--- config.mk ---
export PLATFORM = sky130hd
export DESIGN_NAME = vector_multiply_arbiter
export DESIGN_NICKNAME = d
export VERILOG_FILES = /design/src/rtl/vector_multiply_arbiter.sv
export SDC_FILE = /design/constraint.sdc
export NUM_CORES = 1
export LEC_CHECK = 0
export CORE_MARGIN = 1.5
export CORE_UTILIZATION = 37
export DETAILED_ROUTE_END_ITERATION = 8
export GPL_ROUTABILITY_DRIVEN = 1
export PLACE_DENSITY = 0.82
export SYNTH_ARGS = -nofsm -noshare
export SYNTH_HDL_FRONTEND = slang
export SYNTH_SLANG_ARGS = --single-unit
--- constraint.sdc ---
create_clock -name clk -period 3.4 [get_ports clk]
set_clock_uncertainty 0.1 [all_clocks]
set_input_delay 1.02 -clock clk [delete_from_list [all_inputs] [get_ports clk]]
set_output_delay 1.02 -clock clk [all_outputs]
set_load 0.005 [all_outputs]
--- src/rtl/vector_multiply_arbiter.sv ---
// vector_multiply_arbiter: round-robin sequencer sharing one vector multiplier among requesters
module vector_multiply_arbiter #(
   parameter int C_OP_WIDTH = 16,
   parameter int C_NUM_OPERANDS = 2,
   parameter int C_NUM_REQ = 4,
   parameter int C_TIMEOUT = 64,
   localparam int C_DATAIN_WIDTH = C_OP_WIDTH*C_NUM_OPERANDS,
   localparam int C_DOUT_WIDTH = C_OP_WIDTH*(C_NUM_OPERANDS/2),
   localparam int C_ID_WIDTH = (C_NUM_REQ > 1) ? $clog2(C_NUM_REQ) : 1
) (
   input  logic                                clk,
   input  logic                                rst,
   input  logic [C_NUM_REQ*C_DATAIN_WIDTH-1:0] req_datain,
   input  logic [C_NUM_REQ-1:0]                req_valid,
   output logic [C_NUM_REQ-1:0]                req_ready,
   output logic [C_DATAIN_WIDTH-1:0]           mult_datain,
   output logic                                mult_datain_valid,
   output logic                                mult_dout_ready,
   input  logic [C_DOUT_WIDTH-1:0]             mult_dout,
   input  logic                                mult_dout_valid,
   output logic [C_DOUT_WIDTH-1:0]             dout,
   output logic [C_ID_WIDTH-1:0]               dout_id,
   output logic                                dout_err,
   output logic [C_NUM_REQ-1:0]                dout_valid,
   input  logic [C_NUM_REQ-1:0]                dout_ready
);
   localparam int CW = (C_TIMEOUT > 2) ? $clog2(C_TIMEOUT) : 1;
   typedef enum logic [1:0] {IDLE, ISSUE, WAIT, DELIVER} state_t;
   state_t state;
   logic [C_ID_WIDTH-1:0] rr_ptr, grant_id, win;
   logic [C_ID_WIDTH:0] scan;
   logic any;
   logic [CW-1:0] cnt;
   // rotating-priority search from rr_ptr; the smallest offset with a valid request wins
   always_comb begin
      win = '0;
      any = 1'b0;
      scan = '0;
      for (int k = C_NUM_REQ-1; k >= 0; k--) begin
         scan = {1'b0, rr_ptr} + (C_ID_WIDTH+1)'(k);
         scan = (scan >= (C_ID_WIDTH+1)'(C_NUM_REQ)) ? scan - (C_ID_WIDTH+1)'(C_NUM_REQ) : scan;
         if (req_valid[scan[C_ID_WIDTH-1:0]]) begin
            win = scan[C_ID_WIDTH-1:0];
            any = 1'b1;
         end
      end
   end
   assign req_ready = (!rst && state == IDLE && any) ? (C_NUM_REQ'(1) << win) : '0;
   assign dout_id = grant_id;
   // single-transaction sequencer: accept, issue, wait with watchdog, deliver to owner
   always_ff @(posedge clk) begin
      if (rst) begin
         state <= IDLE;
         rr_ptr <= '0;
         grant_id <= '0;
         cnt <= '0;
         mult_datain <= '0;
         mult_datain_valid <= 1'b0;
         mult_dout_ready <= 1'b0;
         dout <= '0;
         dout_err <= 1'b0;
         dout_valid <= '0;
      end else begin
         case (state)
            IDLE: if (any) begin
               mult_datain <= req_datain[win*C_DATAIN_WIDTH +: C_DATAIN_WIDTH];
               grant_id <= win;
               rr_ptr <= (win == C_ID_WIDTH'(C_NUM_REQ-1)) ? '0 : win + 1'b1;
               mult_datain_valid <= 1'b1;
               mult_dout_ready <= 1'b1;
               state <= ISSUE;
            end
            ISSUE: begin
               mult_datain_valid <= 1'b0;
               cnt <= '0;
               state <= WAIT;
            end
            WAIT: begin
               cnt <= cnt + 1'b1;
               if (mult_dout_valid || cnt == CW'(C_TIMEOUT-1)) begin
                  dout <= mult_dout_valid ? mult_dout : '0;
                  dout_err <= !mult_dout_valid;
                  dout_valid <= C_NUM_REQ'(1) << grant_id;
                  mult_dout_ready <= 1'b0;
                  state <= DELIVER;
               end
            end
            DELIVER: if (dout_ready[grant_id]) begin
               dout_valid <= '0;
               state <= IDLE;
            end
            default: state <= IDLE;
         endcase
      end
   end
endmodule

==> flow_summary_export.csv, run 1 <==
group,metric,value,unit
outcome,status,"complete, no violations",
cells_and_area,num_antenna_cells,0,
cells_and_area,layout-drive-gt1-share,9.107,%
die,boundaryPins,216,
routing,num_vias,3549,
yosys,yosysMostFrequentCell,"mux2i_1",
grt,grt_use_total,22.79,%
sta,drv_slew,0,
sta,finalSetupViolations,0,
routing,drtIter0Drc,56,
clock_tree,root_buffer,"clkbuf_8",
clock_tree,cts_buffers,9,
clock_tree,cts.clk_slew.worst_paths,0.07,ns
yosys,synthArstFlopShare,0,%
yosys,synth_area,3338,sq um
worst_setup_path,crit_fanout,2,
clock_tree,clk_latency,0.33,ns
yosys,ys_top_cells_by_count,"mux2i_1 (70), dfxtp_1 (67), nand2_1 (41)",
pwr,p_per_area,615.7,nW/um^2
routing,routedWlPerCell,16.48,um
pwr,leakagePower,2.247,nW
grt,grt_pass1_wl,17610,um
place,portBuffers,215,
routing,vias_per_cell,5.227,
hold_path,worst_hold_path_type,"reg -> reg",
worst_setup_path,crit_required,2.28,ns
worst_setup_path,reg2reg_from,"rr_ptr[1]",
yosys,synth_edf_count,0,
yosys,avgSynthCellArea,9.565,sq um
worst_setup_path,worst_ep_arrival_time,2.23,ns
die,std_cell_rows,34,
yosys,syn_nets,511,
sta,worst_slew_pin_slew,0.9819,ns
die,dieHeight,97.99,um
yosys,synth_ff_type,"dfxtp_1",
worst_setup_path,path_class,"in -> out",
worst_setup_path,cp_slowest_stage_delay,0.24,ns
routing,drt-met1-wl,4315,um
die,die_w,97.99,um
pwr,vdd_drop_max,0.3145,mV
yosys,netlist.area_leader.share,40.18,%
grt,grt_pass1_vias,3641,
die,dieArea,9601,sq um
routing,wl_met3,998,um
routing,route.met2.wl,5530,um
routing,drc_errors,0,
yosys,synth_area_leaders,"dfxtp_1 (40%), mux2i_1 (21%), o221ai_1 (8.4%)",
yosys,seq_area_frac_synth,40.18,%
grt,antenna_found_initial,0,
place,place_inst,661,
routing,drt-total-wl,11190,um
routing,routed.top_layer,"met4",
hold_path,hp-start,"mult_datain[4]",
yosys,synth_cells,349,
sta,relSlewSlack,34.54,%
place,gp_congestion,0.8495,
worst_setup_path,reg2reg_depth,6,
place,dp_slack,-0.6677,ns
sta,hold_violations,0,
worst_setup_path,start_kind,"input port",
place,placed_cell_area,5592,sq um
clock_tree,clkSinkCount,67,
hold_path,hold_depth,2,
sta,setup_ws,0.05286,ns
die,core,8721,sq um
clock_tree,cts_tree,"yes",
sta,fmax,0.2988,GHz
job,cap_viol_max_count,0,
worst_setup_path,critPathLaunch,"req_valid[3]",
die,start_util,38.28,%
cells_and_area,design_area,5838,sq um
worst_setup_path,crit_chain,"dlygate4sd2_1, inv_1, and3_4, nor3_4, inv_1, ha_2, and2_1, buf_2",
yosys,synth_top_area_cell,"dfxtp_1",
place,dpl.hpwl,8652,um
clock_tree,ctsHoldBuffers,0,
grt,grt_max_degree,61,
sta,min_period,3.347,ns
worst_setup_path,cpMaxStageDelayCell,"dlygate4sd2_1",
yosys,synth_warnings,0,
yosys,synth.distinct_cells,39,
worst_setup_path,path_common_cell,"inv_1",
sta,fin_crit_sh,98.45,%
cells_and_area,final_cells,679,
clock_tree,clockBufferDepth,2,
cells_and_area,syn2layout_area_growth,74.89,%
routing,firstDrtPassIters,4,
clock_tree,h-tree-depth,3,
sta,rsz0062_at_grt,"false",
cells_and_area,nets,728,
worst_setup_path,crit_path_end_kind,"output port",
grt,grt.overflow.total,0,
routing,postRouteAntennaNets,0,
yosys,synth_seq_cells,67,
==> cells by family after synthesis <==
group | count (synthesis) | share of synthesized area, %
adders and majority gates | 7 | 2.624
buffers and inverters | 31 | 4.835
and+or+nand+nor | 101 | 13.27
muxes | 71 | 21.66
DFF | 67 | 40.18
AOI/OAI and AO/OA | 68 | 16.38
xor gates and xnor gates | 4 | 1.050
==> metal layers <==
metal	track usage, %	vias to the layer above
met5	0	-
met4	9.780	0
met3	7.301	25
met2	41.01	167
met1	24.39	1644
li1	-	1713
==> layout make-up <==
cell class / instances / area (sq um)
fillers: 691 / 2883
inverters: 6 / 22.52
clock inverters: 6 / 65.06
flip-flops and latches: 67 / 1341
repair buffers: 231 / 2262
multi-input cells: 251 / 1874
well taps: 108 / 135.1
clock buffers: 10 / 137.6
==> flip-flops by register name, summed over array words and instances (netlist names) <==
name / count
dout: 16
mult_datain: 32
dout_err: 1
dout_valid: 4
mult_datain_valid: 1
rr_ptr: 2
state: 2
mult_dout_ready: 1
cnt: 6
dout_id: 2
==> path summary, 6_finish.rpt <==
path / endpoint / slack [ns]
setup / recovery: req_ready[2] / 0.05
hold / removal: mult_datain[4] / 0.36
setup reg to reg: mult_datain[8] / 1.07
hold reg to reg: mult_datain[4] / 0.36
==> metrics by stage <==
step,power [mW],util (%),hold slack [ns],setup TNS (ns)
after floorplan,2.058,-,0.3539,0
after global placement,2.871,64.12,0.3438,-2.042
after detailed placement,2.927,64.12,0.3505,-4.283
after CTS,3.633,66.94,0.3665,0
after global routing,3.817,66.94,0.3948,0
final,3.594,66.94,0.3641,0
==> critical path: cells and delay by family <==
kind / cells / cell delay [ns]
AND/OR/NAND/NOR: 3 / 0.51
adder cells (fa/ha/maj): 1 / 0.19
buffers and inverters: 4 / 0.52
==> cell usage in the layout (no fill, tap or decap), drive strengths merged, types with 4 or more instances in the layout <==
cell type      instances
inv                    6
nor2                  36
dfxtp                 67
clkinv                 4
clkbuf                10
nand2                 41
ha                     7
nor3                   4
buf                   19
a22oi                 17
clkdlybuf4s50        207
nand2b                 5
a21oi                  9
mux2i                 70
o221ai                32
==> power by group <==
group | switching, mW | internal [mW] | total, mW
logic | 0.726 | 1.00 | 1.73
registers | 0.156 | 1.04 | 1.20
clock network | 0.311 | 0.359 | 0.670
total | 1.19 | 2.40 | 3.59
==> repair_timing <==
item,in CTS,in global routing
hold endpoints to repair,0,0
pin swaps,4,1
setup buffers,2,0
setup endpoints to repair,4,2
gates resized for setup,31,0
No activity file was read; power rests on OpenSTA's default activity.
==> run 2: changes to the inputs <==
Settings changed: CORE_UTILIZATION 37 to 40, DONT_BUFFER_PORTS set to 1, MAX_ROUTING_LAYER set to met4, PLACE_DENSITY 0.82 to not set.
==> run 2 against run 1 <==
Compared with the run above: cell count fell by 34%; via count fell by 26%; global-route usage fell by 4.3 points; die area fell by 7.3%; worst setup slack improved by 0.26 ns; routed wire length fell by 24%.
==> flow_summary_export.csv, run 2 (same netlist as run 1, synthesis figures left out) <==
group,metric,value,unit
worst_setup_path,worst_ep_arrival_time,1.97,ns
clock_tree,clockBufferDepth,2,
worst_setup_path,crit_path_end_kind,"output port",
clock_tree,root_buffer,"clkbuf_8",
grt,grt_pass1_vias,2453,
worst_setup_path,start_kind,"input port",
routing,drc_errors,0,
routing,num_vias,2632,
worst_setup_path,r2r_setup_slack,1.15,ns
cells_and_area,layout-drive-gt1-share,8.960,%
grt,grt_pass1_wl,12170,um
worst_setup_path,r2r-end,"mult_datain[7]",
worst_setup_path,crit_fanout,4,
cells_and_area,final_cells,451,
die,std_cell_rows,33,
routing,drt-total-wl,8463,um
sta,fmax,0.3238,GHz
grt,grt_max_degree,48,
sta,setup_tns,0,ns
sta,worst_slew_pin_slew,0.7499,ns
die,core,8134,sq um
sta,finalSetupViolations,0,
grt,grt_use_total,18.54,%
cells_and_area,nets,503,
place,gp_congestion,0.7686,
clock_tree,ctsHoldBuffers,0,
clock_tree,cts_buffers,9,
die,dieHeight,94.36,um
routing,firstDrtPassIters,4,
job,cap_viol_max_count,0,
outcome,status,"complete, no violations",
routing,postRouteAntennaNets,0,
hold_path,hold_end,"cnt[5]",
place,portBuffers,0,
routing,vias_per_cell,5.836,
hold_path,hold_depth,2,
place,place_inst,435,
cells_and_area,top_regs,"mult_datain (32), dout (16), cnt (6)",
pwr,leakagePower,1.373,nW
die,start_util,41.04,%
pwr,vdd_drop_max,0.3491,mV
die,dieArea,8903,sq um
sta,min_period,3.089,ns
place,dpl.hpwl,6364,um
sta,rsz0062_at_grt,"false",
sta,drv_slew,0,
cells_and_area,nFillCells,832,
cells_and_area,num_antenna_cells,0,
hold_path,worst_hold_path_type,"reg -> reg",
cells_and_area,finish.utilization,44.27,%
cells_and_area,syn2layout_area_growth,7.871,%
sta,fin_crit_sh,90.84,%
routing,drtIter0Drc,108,
cells_and_area,final_cell_mix,"mux2i_1 (70), dfxtp_1 (67), nand2_1 (41)",
cells_and_area,regMostFlops,"mult_datain",
hold_path,hp-start,"cnt[5]",
clock_tree,cts_tree,"yes",
routing,routedWlPerCell,18.76,um
worst_setup_path,crit_required,2.28,ns
grt,grt.overflow.total,0,
clock_tree,cts.clk_slew.worst_paths,0.08,ns
sta,hold_violations,0,
clock_tree,cts_resized,0,
clock_tree,clk_latency,0.33,ns
die,boundaryPins,216,
grt,antenna_found_initial,0,
clock_tree,clkSinkCount,67,
clock_tree,h-tree-depth,3,
die,die_w,94.36,um
worst_setup_path,reg2reg_from,"rr_ptr[1]",
clock_tree,post_cts_buffers,0,
worst_setup_path,path_class,"in -> out",
cells_and_area,layout_commonest_cell,"mux2i_1",
pwr,p_per_area,825.0,nW/um^2
cells_and_area,largest_reg_flops,32,
worst_setup_path,reg2reg_depth,6,
sta,relSlewSlack,50.01,%
==> run 2: final cells by class <==
class                   count  area (sq um)  share of cell area (%)
flip-flops and latches     67          1341                   37.25
clock buffers               9         123.9                   3.440
well taps                 105         131.4                   3.648
inverters                   6         22.52                  0.6254
repair buffers              6         45.04                   1.251
clock inverters             7         101.3                   2.814
multi-input cells         251          1836                   50.97
==> run 2: power breakdown <==
part | internal [mW] | switching, mW
Combinational | 0.434 | 0.525
Sequential | 1.04 | 0.230
Clock | 0.418 | 0.321
Total | 1.90 | 1.08
==> run 2: worst max-delay path, cell delays in order <==
cell and delay, ns:
nor4_1 0.44, nand2b_1 0.22, nor2_1 0.09, and3_1 0.20
==> run 2: worst max-delay path by stage <==
stage	cells past startpoint	end	startpoint	slack, ns
6_report	4	req_ready[3]	req_valid[1]	0.31
5_1_grt	5	req_ready[1]	req_valid[1]	0.15
4_1_cts	5	req_ready[0]	req_valid[1]	0.29
3_5_place_dp	5	req_ready[0]	req_valid[1]	0.31
3_3_place_gp	5	req_ready[0]	req_valid[1]	0.33
2_1_floorplan	8	req_ready[2]	req_valid[0]	0.25
==> run 2: per-layer routing <==
layer,global-route usage [%],wire length [um],vias to the layer above
li1,-,-,1267
met1,20.88,3372,1211
met2,30.94,4153,148
met3,6.441,883,6
met4,5.597,54,0
met5,-,0,-
==> run 2: per-stage QoR <==
step | power (mW) | area (sq um) | setup WS (ns) | hold WS (ns)
after detailed placement | 2.262 | 3376 | 0.3071 | 0.3792
after CTS | 3.019 | 3601 | 0.2937 | 0.3915
after global routing | 3.184 | 3601 | 0.1509 | 0.4267
after floorplan | 2.058 | 3338 | 0.2516 | 0.3539
after global placement | 2.239 | 3376 | 0.3279 | 0.3722
final | 2.971 | 3601 | 0.3114 | 0.3912
